[src/rtl/core_id_reg_file_mp_pkg.sv]
// Shared constants, types and helpers for the decode-stage integer register file.
package core_rf_pkg;

    localparam int XLEN_DEF = 32;
    localparam int NREG_DEF = 32;

    function automatic int rf_aw(input int nreg);
        return $clog2(nreg);
    endfunction

    typedef logic [4:0]  rf_addr_t;
    typedef logic [31:0] rf_data_t;

endpackage

[src/rtl/core_id_reg_file_mp_scoreboard.sv]
// Per-register pending scoreboard: issue sets, writeback clears, issue wins on conflict.
module core_rf_scoreboard
    import core_rf_pkg::*;
#(
    parameter int NREG = NREG_DEF,
    parameter int NWR  = 2,
    parameter int AW   = rf_aw(NREG)
) (
    input  logic              clk,
    input  logic              rst_n,
    input  logic              issue_en,
    input  logic [AW-1:0]     issue_addr,
    input  logic [NWR-1:0]    wr_en,
    input  logic [NWR*AW-1:0] wr_addr,
    output logic [NREG-1:0]   pending,
    output logic              any_pending
);

    logic [NREG-1:0] pending_nxt;

    always_comb begin
        pending_nxt = pending;
        pending_nxt[0] = 1'b0;
        for (int unsigned r = 1; r < NREG; r++) begin
            logic clr;
            clr = 1'b0;
            for (int unsigned w = 0; w < NWR; w++) begin
                if (wr_en[w] && (wr_addr[w*AW +: AW] == AW'(r))) begin
                    clr = 1'b1;
                end
            end
            // A new producer supersedes the one being written back.
            if (issue_en && (issue_addr == AW'(r))) begin
                pending_nxt[r] = 1'b1;
            end else if (clr) begin
                pending_nxt[r] = 1'b0;
            end
        end
    end

    always_ff @(posedge clk or negedge rst_n) begin
        if (!rst_n) begin
            pending <= '0;
        end else begin
            pending <= pending_nxt;
        end
    end

    assign any_pending = |pending;

endmodule

[src/rtl/core_id_reg_file_mp.sv]
// Multi-port decode register file with pending scoreboard.
// Define CORE_REG_FILE_BYPASS_EN to build same-cycle write-to-read forwarding.
module core_id_reg_file_mp
    import core_rf_pkg::*;
#(
    parameter  int XLEN = XLEN_DEF,
    parameter  int NREG = NREG_DEF,
    parameter  int NRD  = 2,
    parameter  int NWR  = 2,
    localparam int AW   = rf_aw(NREG)
) (
    input  logic                clk,
    input  logic                rst_n,
    input  logic [NRD*AW-1:0]   rd_addr,
    output logic [NRD*XLEN-1:0] rd_data,
    output logic [NRD-1:0]      rd_busy,
    input  logic [NWR-1:0]      wr_en,
    input  logic [NWR*AW-1:0]   wr_addr,
    input  logic [NWR*XLEN-1:0] wr_data,
    input  logic                issue_en,
    input  logic [AW-1:0]       issue_addr,
    output logic                any_pending
);

    logic [XLEN-1:0] mem [NREG];
    logic [NREG-1:0] pending;

    // Ascending port order lets the highest-index port's assignment land last.
    always_ff @(posedge clk or negedge rst_n) begin
        if (!rst_n) begin
            for (int unsigned r = 0; r < NREG; r++) begin
                mem[r] <= '0;
            end
        end else begin
            for (int unsigned w = 0; w < NWR; w++) begin
                if (wr_en[w] && (wr_addr[w*AW +: AW] != '0)) begin
                    mem[wr_addr[w*AW +: AW]] <= wr_data[w*XLEN +: XLEN];
                end
            end
        end
    end

    core_rf_scoreboard #(
        .NREG (NREG),
        .NWR  (NWR),
        .AW   (AW)
    ) u_scoreboard (
        .clk         (clk),
        .rst_n       (rst_n),
        .issue_en    (issue_en),
        .issue_addr  (issue_addr),
        .wr_en       (wr_en),
        .wr_addr     (wr_addr),
        .pending     (pending),
        .any_pending (any_pending)
    );

    for (genvar i = 0; i < NRD; i++) begin : g_rd
        logic [AW-1:0]   ra;
        logic [XLEN-1:0] rdat;
        logic            hit;

        assign ra = rd_addr[i*AW +: AW];

        always_comb begin
            rdat = mem[ra];
            hit  = 1'b0;
`ifdef CORE_REG_FILE_BYPASS_EN
            // Forwarding is gated by reset so in-flight writes are not visible while cleared.
            for (int unsigned w = 0; w < NWR; w++) begin
                if (rst_n && wr_en[w] && (wr_addr[w*AW +: AW] == ra)) begin
                    rdat = wr_data[w*XLEN +: XLEN];
                    hit  = 1'b1;
                end
            end
`endif
            if (ra == '0) begin
                rdat = '0;
            end
        end

        assign rd_data[i*XLEN +: XLEN] = rdat;
        assign rd_busy[i] = (ra != '0) && pending[ra] && !hit;
    end

endmodule

[config.mk]
export PLATFORM = sky130hd
export DESIGN_NAME = core_id_reg_file_mp
export DESIGN_NICKNAME = d
export VERILOG_FILES = /design/src/rtl/core_id_reg_file_mp_pkg.sv /design/src/rtl/core_id_reg_file_mp_scoreboard.sv /design/src/rtl/core_id_reg_file_mp.sv
export SDC_FILE = /design/constraint.sdc
export NUM_CORES = 2
export LEC_CHECK = 0
export CAP_MARGIN = 20
export CORE_UTILIZATION = 45
export CTS_BUF_LIST = sky130_fd_sc_hd__clkbuf_16
export DETAILED_ROUTE_END_ITERATION = 7
export PLACE_DENSITY = 0.68
export SLEW_MARGIN = 20
export SYNTH_ARGS = -nofsm -noshare
export SYNTH_HDL_FRONTEND = slang
export SYNTH_SLANG_ARGS = --single-unit
[constraint.sdc]
create_clock -name clk -period 3.6 [get_ports clk]
set_input_delay 0.9 -clock clk [delete_from_list [all_inputs] [get_ports clk]]
set_output_delay 0.9 -clock clk [all_outputs]
set_load 0.05 [all_outputs]
==> key figures <==
Global route
  • Largest net degree at the start of global routing: 106
  • Grt ovf: 0
  • Initial antenna violation count: 5
  • Vias in the first global route: 55.0k
  • First-pass GRT wire length: 390000 microns
  • Total Routing Usage GR: 0.366

Finish
  • Layout Nets: 6460
  • Post-route insts no fill: 8376
  • Share of layout cells above drive strength 1: 0.266
  • Area delta synth->final: 24.7%

Routing
  • Final ANT Viol Nets: 0
  • DR vias: 56.7k
  • Drt via density: 6.77
  • Residual DRC count: 21
  • Drt wl/cell: 32.6 microns
  • Initial DRC count: 8484
  • TritonRoute pass-1 iters: 8
  • Total Routed Length: 273000 microns

STA
  • Tightest Pin Transition: 1120 ps
  • F_max: 264 MHz
  • Max-slew headroom: 0.247
  • Hold_ws: 119 ps
  • RSZ-0062 raised after global routing: true
  • Clock Skew: 0 ps
  • Period utilization: 1.05
  • Final min period: 3780 ps
  • Slew Viols, Final: 0
  • Final setup fails: 45
  • Slack of the critical path: -185 ps
  • Final hold violation count: 0

Worst setup path
  • Worst EP required: 2700 ps
  • R2r setup slk: 2730 ps
  • WP data arrival: 2880 ps
  • RR Endpoint: mem[695]
  • WS Path Type: in -> out
  • Reg-to-Reg Start: mem[695]
  • CP Launch Type: primary input
  • R2R depth: 2
  • Crit path launch: rd_addr[0]
  • Maximum fanout along the worst path: 8
  • Crit. End Element: output pin

Die
  • Total die area: 0.147 sq mm
  • DIE WIDTH: 383 microns
  • Die Ht: 383 microns
  • Num ports: 161
  • Row count: 139
  • Initial Util: 0.454
  • Core Footprint: 0.144 sq mm

Synth
  • Synth Area in Simple Gates: 0.0777
  • Combinational family with the most area after synthesis: multiplexers
  • Ys async rst share: 1.00
  • Largest cells by area after synthesis: dfrtp_1 (40%), mux2i_1 (18%), mux4_2 (16%)
  • Total number of yosys warnings: 0
  • Largest area contributor in the netlist: dfrtp_1
  • EDFF count, synth: 0
  • Post-synth top cells: mux2i_1 (1191), dfrtp_1 (1055), nand2_1 (569)
  • Synthesized area per cell: 10.7 sq um
  • Top-area cell type share of the netlist area: 0.404
  • Compound-Gate Fraction of Synth Area: 0.119
  • Cells after Synth: 6119
  • Post-synthesis mux area share: 0.347
  • Cell area after synthesis: 0.0653 sq mm
  • Xor and xnor area share after synthesis: 0
  • Post-synthesis sequential area ratio: 0.404
  • Ys flop type: dfrtp_1
  • Register bit total from synthesis: 1055
  • Syn Nets: 6213
  • Count leader, synth: mux2i_1
  • Synth unique cells: 51
  • Adder-cell share of the synthesized area: 0

Pwr
  • VDD IR max: 0.000408 V
  • PD cells: 518 mW/mm^2
  • P_leak: 34.1 nW

Clock network
  • Clk Latency, worst-skew pair: 780 ps
  • CTS max path bufs: 3
  • H-tree depth: 3
  • Clock transition at the registers of the reported paths: 70 ps
  • CTS tree: yes
  • CTS root buf: clkbuf_16
  • TritonCTS Buffers: 115
  • # clock sinks: 1055

Placed design
  • Placed Cells: 8067
  • I/O Buffers: 160
  • Post-DP HPWL: 166000 microns
  • Placer congestion estimate: 0.963

Flow run
  • # Max-Cap Violations: 0

Outcome
  • Violated checks: design-rule violations, negative setup slack
  • Status: finished with violations

Hold path
  • Worst hold-check path type: in -> async
==> sequential cells by signal (all words and copies together) (netlist names) <==
signal	count
mem	1024
u_scoreboard.pending	31
==> placed cells by master (no fill, tap or decap), drive strengths merged, types with 48 or more instances in the layout <==
cell | netlist | routed
a21oi | 514 | 514
a221oi | 51 | 51
a22oi | 66 | 66
buf | 254 | 796
clkbuf | 505 | 126
clkdlybuf4s50 | 0 | 82
clkinv | 0 | 58
dfrtp | 1055 | 1055
mux2i | 1191 | 1191
mux4 | 460 | 460
nand2 | 569 | 569
nor2 | 549 | 549
nor2b | 48 | 48
o21ai | 579 | 579
==> metrics by stage <==
| stage | utilization | total power [W] | setup TNS (ps) | worst slack (ps) | instance area, sq um |
|---|---|---|---|---|---|
| detailed placement | 0.522 | 0.0292 | -10680 | -361 | 75100 |
| floorplan | - | 0.0247 | -527 | -160 | 66100 |
| CTS | 0.558 | 0.0415 | -1540 | -131 | 80200 |
| global placement | 0.522 | 0.0286 | -10250 | -368 | 75100 |
| finish | 0.566 | 0.0422 | -2660 | -185 | 81400 |
| global route | 0.566 | 0.0437 | -2730 | -150 | 81400 |
==> power breakdown <==
group          internal (W)  switching, W
combinational       0.00664       0.00571
sequential           0.0149       0.00269
clock               0.00686       0.00535
==> critical path, cell delays in order <==
cell and delay (ps):
buf_16 140, buf_16 180, buf_16 160, mux2i_1 120, mux4_2 480, a221o_1 460, a31oi_4 230, buf_12 160
==> repair_timing <==
item	4_1_cts	5_1_grt
pin swaps	44	65
gates resized for setup	151	169
setup buffers	37	35
cloned	13	11
endpoints found under the setup margin	64	65
hold buffers	0	0
==> final cells by class <==
cell class / instances / area, sq um
Inverter: 12 / 52.6
Sequential cell: 1055 / 26400
Timing Repair Buffer: 889 / 11300
Fill cell: 11500 / 62400
Multi-Input combinational cell: 4293 / 37500
Tap cell: 1903 / 2380
Clock inverter: 98 / 833
Clock buffer: 117 / 2930
Antenna cell: 9 / 22.5
==> worst max path at each step <==
| stage | to | slack (ps) | cells past startpoint |
|---|---|---|---|
| finish | rd_busy[0] | -180 | 8 |
| global route | rd_busy[0] | -150 | 8 |
| CTS | rd_data[10] | -130 | 8 |
| detailed placement | rd_data[41] | -360 | 9 |
| global placement | rd_data[61] | -370 | 8 |
| floorplan | rd_data[61] | -160 | 7 |
==> metal layers <==
layer  wire (microns)  part of all wire  up-vias  track usage
li1                 -                 -    23000            -
met1            98200              0.36    27900        0.478
met2           116000              0.42     4681        0.520
met3            40000              0.15     1123        0.125
met4            19500             0.071        2        0.227
met5               29           0.00011        -      0.00265
==> logic make-up (layout without fill, tap and decap cells) <==
| kind of cell | Yosys count | count (layout) |
|---|---|---|
| compound gates | 1373 | 1373 |
| other cells | 0 | 9 |
| simple gates | 1235 | 1235 |
| flops | 1055 | 1055 |
| mux | 1685 | 1685 |
| buf+inv | 771 | 1116 |
Power figures use the tool's default switching activity.
